[src/rtl/led_pattern_sequencer.sv]
// LED pattern sequencer: four display patterns (count, rotate, bounce, blink)
// stepped at a switch-selected rate, with a debounced push-button to change mode.
module led_pattern_sequencer #(
  parameter int TICK_DIV        = 1000000,
  parameter int DEBOUNCE_CYCLES = 500000
) (
  input  logic       CLK100MHZ,
  input  logic       CPU_RESETN,
  input  logic [3:0] SW,
  input  logic       BTNC,
  output logic [7:0] LED,
  output logic [1:0] MODE,
  output logic       STEP
);

  localparam int              PRE_W    = $clog2(TICK_DIV);
  localparam logic [PRE_W-1:0] PRE_LAST = PRE_W'(TICK_DIV - 1);
  localparam int              DB_W     = $clog2(DEBOUNCE_CYCLES);
  localparam logic [DB_W-1:0] DB_LAST  = DB_W'(DEBOUNCE_CYCLES - 1);

  typedef enum logic [1:0] {
    M_COUNT  = 2'd0,
    M_SHIFT  = 2'd1,
    M_BOUNCE = 2'd2,
    M_BLINK  = 2'd3
  } mode_t;

  // Handshake-free design: adv and step are single-cycle strobes; adv has
  // priority over step whenever both are high in the same cycle.

  logic [3:0]       r_sw_s1, r_sw_s2;
  logic             r_btn_s1, r_btn_s2;
  logic [PRE_W-1:0] r_pre;
  logic [2:0]       r_sub;
  logic [DB_W-1:0]  r_db_cnt;
  logic             r_db_level, r_db_prev;
  mode_t            r_mode, w_mode_nxt;
  logic [7:0]       r_led, w_led_nxt;
  logic             r_dir, w_dir_nxt;
  logic             r_step;

  logic       w_run, w_dir_sw;
  logic [1:0] w_speed;
  logic       w_base_tick;
  logic [2:0] w_sub_last;
  logic       w_sub_done;
  logic       w_adv;
  logic       w_step;

  always_ff @(posedge CLK100MHZ or negedge CPU_RESETN) begin
    if (!CPU_RESETN) begin
      r_sw_s1  <= '0;
      r_sw_s2  <= '0;
      r_btn_s1 <= 1'b0;
      r_btn_s2 <= 1'b0;
    end else begin
      r_sw_s1  <= SW;
      r_sw_s2  <= r_sw_s1;
      r_btn_s1 <= BTNC;
      r_btn_s2 <= r_btn_s1;
    end
  end

  assign w_run    = r_sw_s2[0];
  assign w_dir_sw = r_sw_s2[1];
  assign w_speed  = r_sw_s2[3:2];

  always_ff @(posedge CLK100MHZ or negedge CPU_RESETN) begin
    if (!CPU_RESETN) begin
      r_pre <= '0;
    end else if (r_pre == PRE_LAST) begin
      r_pre <= '0;
    end else begin
      r_pre <= r_pre + PRE_W'(1);
    end
  end

  assign w_base_tick = (r_pre == PRE_LAST);

  always_comb begin
    w_sub_last = 3'd0;
    case (w_speed)
      2'd0: w_sub_last = 3'd0;
      2'd1: w_sub_last = 3'd1;
      2'd2: w_sub_last = 3'd3;
      2'd3: w_sub_last = 3'd7;
    endcase
  end

  // >= rather than == so that lowering the speed mid-count steps on the next tick.
  assign w_sub_done = (r_sub >= w_sub_last);
  assign w_step     = w_base_tick & w_run & w_sub_done & ~w_adv;

  always_ff @(posedge CLK100MHZ or negedge CPU_RESETN) begin
    if (!CPU_RESETN) begin
      r_sub <= '0;
    end else if (w_adv) begin
      r_sub <= '0;
    end else if (w_base_tick && w_run) begin
      r_sub <= w_sub_done ? 3'd0 : r_sub + 3'd1;
    end
  end

  always_ff @(posedge CLK100MHZ or negedge CPU_RESETN) begin
    if (!CPU_RESETN) begin
      r_db_cnt   <= '0;
      r_db_level <= 1'b0;
      r_db_prev  <= 1'b0;
    end else begin
      r_db_prev <= r_db_level;
      if (r_btn_s2 == r_db_level) begin
        r_db_cnt <= '0;
      end else if (r_db_cnt == DB_LAST) begin
        r_db_level <= r_btn_s2;
        r_db_cnt   <= '0;
      end else begin
        r_db_cnt <= r_db_cnt + DB_W'(1);
      end
    end
  end

  assign w_adv = r_db_level & ~r_db_prev;

  always_ff @(posedge CLK100MHZ or negedge CPU_RESETN) begin
    if (!CPU_RESETN) begin
      r_mode <= M_COUNT;
      r_led  <= 8'h00;
      r_dir  <= 1'b0;
      r_step <= 1'b0;
    end else begin
      r_mode <= w_mode_nxt;
      r_led  <= w_led_nxt;
      r_dir  <= w_dir_nxt;
      r_step <= w_step;
    end
  end

  always_comb begin
    w_mode_nxt = r_mode;
    w_led_nxt  = r_led;
    w_dir_nxt  = r_dir;
    if (w_adv) begin
      case (r_mode)
        M_COUNT:  begin w_mode_nxt = M_SHIFT;  w_led_nxt = 8'h01; end
        M_SHIFT:  begin w_mode_nxt = M_BOUNCE; w_led_nxt = 8'h01; w_dir_nxt = 1'b0; end
        M_BOUNCE: begin w_mode_nxt = M_BLINK;  w_led_nxt = 8'hFF; end
        M_BLINK:  begin w_mode_nxt = M_COUNT;  w_led_nxt = 8'h00; end
      endcase
    end else if (w_step) begin
      case (r_mode)
        M_COUNT:  w_led_nxt = w_dir_sw ? r_led - 8'd1 : r_led + 8'd1;
        M_SHIFT:  w_led_nxt = w_dir_sw ? {r_led[0], r_led[7:1]} : {r_led[6:0], r_led[7]};
        M_BOUNCE: begin
          // Reversal happens on the step that leaves an end, so each end is shown once.
          if (!r_dir) begin
            if (r_led[7]) begin
              w_led_nxt = r_led >> 1;
              w_dir_nxt = 1'b1;
            end else begin
              w_led_nxt = r_led << 1;
            end
          end else begin
            if (r_led[0]) begin
              w_led_nxt = r_led << 1;
              w_dir_nxt = 1'b0;
            end else begin
              w_led_nxt = r_led >> 1;
            end
          end
        end
        M_BLINK:  w_led_nxt = ~r_led;
      endcase
    end
  end

  assign LED  = r_led;
  assign MODE = r_mode;
  assign STEP = r_step;

endmodule

[config.mk]
export PLATFORM = sky130hd
export DESIGN_NAME = led_pattern_sequencer
export DESIGN_NICKNAME = d
export VERILOG_FILES = /design/src/rtl/led_pattern_sequencer.sv
export SDC_FILE = /design/constraint.sdc
export NUM_CORES = 1
export LEC_CHECK = 0
export ABC_AREA = 1
export CELL_PAD_IN_SITES_DETAIL_PLACEMENT = 1
export CELL_PAD_IN_SITES_GLOBAL_PLACEMENT = 1
export CORE_MARGIN = 1.5
export CORE_UTILIZATION = 38
export CTS_CLUSTER_DIAMETER = 40
export DETAILED_ROUTE_END_ITERATION = 10
export GPL_TIMING_DRIVEN = 1
export HOLD_SLACK_MARGIN = 0.1
export PLACE_DENSITY_LB_ADDON = 0.1
export SETUP_SLACK_MARGIN = 0.5
export SYNTH_ARGS = -nofsm -noshare
export SYNTH_HDL_FRONTEND = slang
export SYNTH_SLANG_ARGS = --single-unit
[constraint.sdc]
create_clock -name CLK100MHZ -period 3 [get_ports CLK100MHZ]
set_input_delay 0.6 -clock CLK100MHZ [delete_from_list [all_inputs] [get_ports CLK100MHZ]]
set_output_delay 0.6 -clock CLK100MHZ [all_outputs]
set_load 0.05 [all_outputs]
# Yosys cells after proc, flatten, opt, wreduce, memory -nomap -nowiden
# Cells that the tools add are included.
# totals
reg_bits	66
out_inout_bits	11
# op_classes
n_addsub	5
magnitude_cmp	1
eq_ne	10
muxes	24
bitwise	8
reduce_logical	9
# ops
operator	count
$mux 8	7
$mux 19	2
$pmux 8 s4	1
$pmux 8 s3	1
$add 20x1->20 const B	1
$eq 20x20->1 const B	1
$mux 20	1
$add 19x1->19 const B	1
$eq 19x19->1 const B	1
$pmux 3 s4	1
$mux 3	3
$add 8x1->8 const B	1
$eq 2x2->1 const B	4
$not 8->8	1
$pmux 2 s4	1
$sub 8x1->8 const B	1
$mux 1	7
$reduce_bool 2->1	3
$and 1x1->1	4
$eq 2x1->1 const B	2
$logic_not 2->1	2
$add 3x1->3 const B	1
$ge 3x3->1	1
$not 1->1	3
6 further kinds	6

# Logic depth before layout (Yosys ltp)
# depth
word_depth	7
mapped_depth	11

# Worst setup path after synthesis
# No wires, ideal clock.
# synth_timing
path_type	register to register
startpoint	register r_led[0], in the netlist LED[0]
endpoint	register r_led[6], in the netlist LED[6]
setup_ns	0.128
arrival_ns	1.800
t_required_ns	2.872
setup_slack_ns	1.071
path_stages_with_launch	11
path_buffers	0
cell_sequence	dfrtp_1 inv_1 fa_1 inv_1 nand3_1 nand3_1 nand2_1 nand3_1 nand2_1 nand2_1 nand3_1
# synth_between
elab_chain_cells	5
# synth_lines
item	line_no	source
start: declaration	38	logic [7:0] r_led, w_led_nxt;
start signal: assignment	132	r_led <= w_led_nxt;
$add 8x1->8, or another cell as far along	151	M_COUNT: w_led_nxt = w_dir_sw ? r_led - 8'd1 : r_led + 8'd1;
$mux 8, on equally long branches	151, 155	
$pmux 8 s4 *	150	case (r_mode)
$mux 8 *	149	end else if (w_step) begin
$mux 8 *	142	if (w_adv) begin
# Every way passes the cells marked *; elsewhere a longest branch is shown, timed or not. The select of a mux whose other input is x is not followed.
# A chain may end at the register's enable or synchronous reset.

# Worst setup path after layout
# layout_timing
startpoint	register r_led[0], in the netlist LED[0]
endpoint	output LED[0]
# layout_lines
item	line_no	source
end: declaration	11	output logic [7:0] LED,
# No word-level cell between the ends.

==> impl_metrics.env <==
export IMPL_fin_crit_ps=2360
export IMPL_n_antenna_cell=0
export IMPL_firstDrtPassIters=4
export IMPL_synth_area_per_cell_um2=7.35
export IMPL_crit_chain="clkdlybuf4s50_1"
export IMPL_ys_types=32
export IMPL_syn_nets=584
export IMPL_yosys_warnings=0
export IMPL_drv_slew=0
export IMPL_worst_pin_slew_ps=500
export IMPL_core_rowCount=37
export IMPL_ctsRootBufferMaster="clkbuf_8"
export IMPL_crit_arrival_ps=1760
export IMPL_cts_sinks=66
export IMPL_ys_flop_type="dfrtp_1"
export IMPL_yosysTopAreaCell="dfrtp_1"
export IMPL_synth_edf_count=0
export IMPL_crit_path_start_kind="flop"
export IMPL_routed_wl_mm=10.9
export IMPL_drc_errors=0
export IMPL_yosys_top_cells_count="nand2_1 (135), nor2_1 (82), inv_1 (70)"
export IMPL_path_buf_inv=1
export IMPL_design_portCount=18
export IMPL_numCtsBuffers=9
export IMPL_grt_start_max_net_pins=67
export IMPL_gp_congestion=0.820
export IMPL_grt_use_met1_pct=28.6
export IMPL_met2_usage_pct=35.4
export IMPL_die_area_mm2=0.0115
export IMPL_endpoint_kind="output port"
export IMPL_rsz0062_at_grt="false"
export IMPL_fin_skew_ps=9.45
export IMPL_relSlewSlack_pct=66.6
export IMPL_run_status="complete, no violations"
export IMPL_die_h_um=107
export IMPL_avgRoutedWirePerCell_um=15.1
export IMPL_async_flop_share_pct=100
export IMPL_viasPerCell=5.11
export IMPL_vdd_ir_drop_max_uv=236
export IMPL_clk_pin_slew_worst_paths_ps=70
export IMPL_ctsResizeCount=0
export IMPL_hold_buffers=0
export IMPL_max_cap_violations=0
export IMPL_port_buffers=17
export IMPL_grt_pass1_wl_mm=19.0
export IMPL_setup_viol=0
export IMPL_grt_overflow_total=0
export IMPL_critical_path_max_stage_delay_ps=870
export IMPL_crit_type="reg -> out"
export IMPL_finalHoldViolations=0
export IMPL_synth_area_mm2=0.00411
export IMPL_antenna_found_initial=0
export IMPL_dp_hpwl_mm=8.24
export IMPL_cp_data_required_time_ps=2400
export IMPL_slowest_stage="clkdlybuf4s50_1"
export IMPL_p_leak_nw=2.17
export IMPL_startpoint="LED[0]"
export IMPL_grt_pass1_vias=3870
export IMPL_start_util_pct=39.5
export IMPL_critical_path_top_delay_family="buffers and inverters"
export IMPL_design_core_area_mm2=0.0104
export IMPL_yosysSeqAreaShare_pct=40.1
export IMPL_fin_ws_ps=639
export IMPL_htree_levels=3
export IMPL_synth_most_common_cell="nand2_1"
export IMPL_vias=3708
export IMPL_synth_area_top_cells="dfrtp_1 (40%), nand2_1 (12%), nor2_1 (7.5%)"
export IMPL_cts_tree="yes"
export IMPL_insertion_delay_ps=350
export IMPL_busiest_layer="met2"
export IMPL_syn2layout_area_growth_pct=14.3
export IMPL_ant_nets=0
export IMPL_drive_gt1_share_pct=6.95
export IMPL_p_per_area_mw_per_mm2=412
export IMPL_setup_tns_ps=0
export IMPL_grtUsageTotal_pct=21.4
export IMPL_multi_input_comb_area_mm2=0.00215
export IMPL_critPathMaxFanout=8
export IMPL_seqCellArea_mm2=0.00165
export IMPL_yosys_area_top_type_share_pct=40.1
export IMPL_clock_fmax_mhz=424
export IMPL_preCtsSetupSlack_ps=1010
export IMPL_synth_ff_latch_count=66
export IMPL_first_iter_violations=112
export IMPL_clk_path_buf_depth=2
export IMPL_layout_filler_cells=1341
export IMPL_postCtsSetupRepairBufs=0
export IMPL_fin_crit_sh_pct=78.7
export IMPL_hold_class="in -> async"
export IMPL_reg2reg_from="r_sw_s2[3]"
export IMPL_netlist_instances=560
export IMPL_nNetsFinal=609
export IMPL_fp_dieW_um=107
export IMPL_met3_usage_pct=3.53
## metal layers
layer	share of wire, %	up-vias
met2	47	59
met4	1.3	0
li1	-	1847
met1	49	1788
met3	2.8	14
met5	0	-
## placed cells by master (no fill, tap or decap)
| cell | synthesis | final |
|---|---|---|
| a21o_1 | 1 | 1 |
| a21oi_1 | 17 | 17 |
| a31oi_1 | 1 | 1 |
| buf_12 | 0 | 1 |
| buf_2 | 2 | 1 |
| buf_4 | 0 | 1 |
| bufinv_16 | 0 | 3 |
| clkbuf_1 | 2 | 1 |
| clkbuf_8 | 0 | 11 |
| clkdlybuf4s50_1 | 0 | 16 |
| clkinv_1 | 1 | 1 |
| clkinvlp_4 | 0 | 1 |
| dfrtp_1 | 66 | 66 |
| fa_1 | 1 | 1 |
| ha_1 | 16 | 16 |
| inv_1 | 70 | 70 |
| inv_2 | 4 | 4 |
| nand2_1 | 135 | 135 |
| nand3_1 | 61 | 61 |
| nand3_2 | 4 | 4 |
| nand3b_1 | 3 | 3 |
| nand4_1 | 12 | 12 |
| nand4_2 | 1 | 1 |
| nand4_4 | 1 | 1 |
| nor2_1 | 82 | 82 |
| nor2_2 | 5 | 5 |
| nor2_4 | 3 | 3 |
| nor3_1 | 11 | 11 |
| nor3_2 | 4 | 4 |
| nor4_1 | 1 | 1 |
| o211ai_1 | 1 | 1 |
| o21a_1 | 1 | 1 |
| o21ai_0 | 24 | 24 |
| o21ai_1 | 3 | 3 |
| or2_2 | 1 | 1 |
| xnor2_1 | 10 | 10 |
| xor2_1 | 15 | 15 |
## metrics by stage
| stage | power [mW] | util, % | cell area, um^2 | hold slack, ps | std cells |
|---|---|---|---|---|---|
| 4_1_cts | 1.98 | 45.1 | 4700 | 262 | 726 |
| 6_report | 1.94 | 45.1 | 4700 | 256 | 726 |
| 5_1_grt | 2.02 | 45.1 | 4700 | 284 | 726 |
| 3_5_place_dp | 1.00 | 42.7 | 4450 | 336 | 710 |
| 2_1_floorplan | 0.958 | - | 4110 | 304 | 560 |
| 3_3_place_gp | 0.998 | 42.7 | 4450 | 334 | 710 |
## worst paths after layout
check | endpoint | slack (ps) | cells past startpoint
max in group asynchronous | r_pre[2] | 2440 | 2
worst min register to register | r_sw_s2[1] | 350 | 0
worst max register to register | r_dir | 1050 | 9
worst max-delay path | LED[0] | 640 | 1
min in group CLK100MHZ | r_sw_s2[1] | 350 | 0
worst min-delay path | r_pre[5] | 260 | 2
## area by class of cell
type / count / share of cell area [%]
clock buffer: 12 / 3.30
clock inverter: 4 / 2.08
inverter: 75 / 5.99
multi-input combinational: 414 / 45.8
sequential: 66 / 35.1
tap: 136 / 3.62
timing repair buffer: 19 / 4.10
## registers in the layout (all words and copies together) (netlist names)
register    flops
r_db_level      1
r_sub           3
r_dir           1
STEP            1
MODE            2
r_btn_s2        1
r_pre          20
r_sw_s2         4
r_sw_s1         4
r_db_prev       1
LED             8
r_btn_s1        1
r_db_cnt       19
## logic make-up after synthesis
kind of cell | after synthesis | synth area share [%]
adders and majority gates | 17 | 5.35
and+or+nand+nor | 324 | 35.6
AOI/OAI and AO/OA | 48 | 6.05
buffers and inverters | 80 | 7.54
xor gates and xnor gates | 25 | 5.32
DFF | 66 | 40.1
## report_power, final
group / internal [mW] / total [mW] / switching (mW)
clock: 0.598 / 0.958 / 0.359
sequential: 0.899 / 0.909 / 0.0100
combinational: 0.0237 / 0.0717 / 0.0480
No activity file was read; power rests on OpenSTA's default activity.
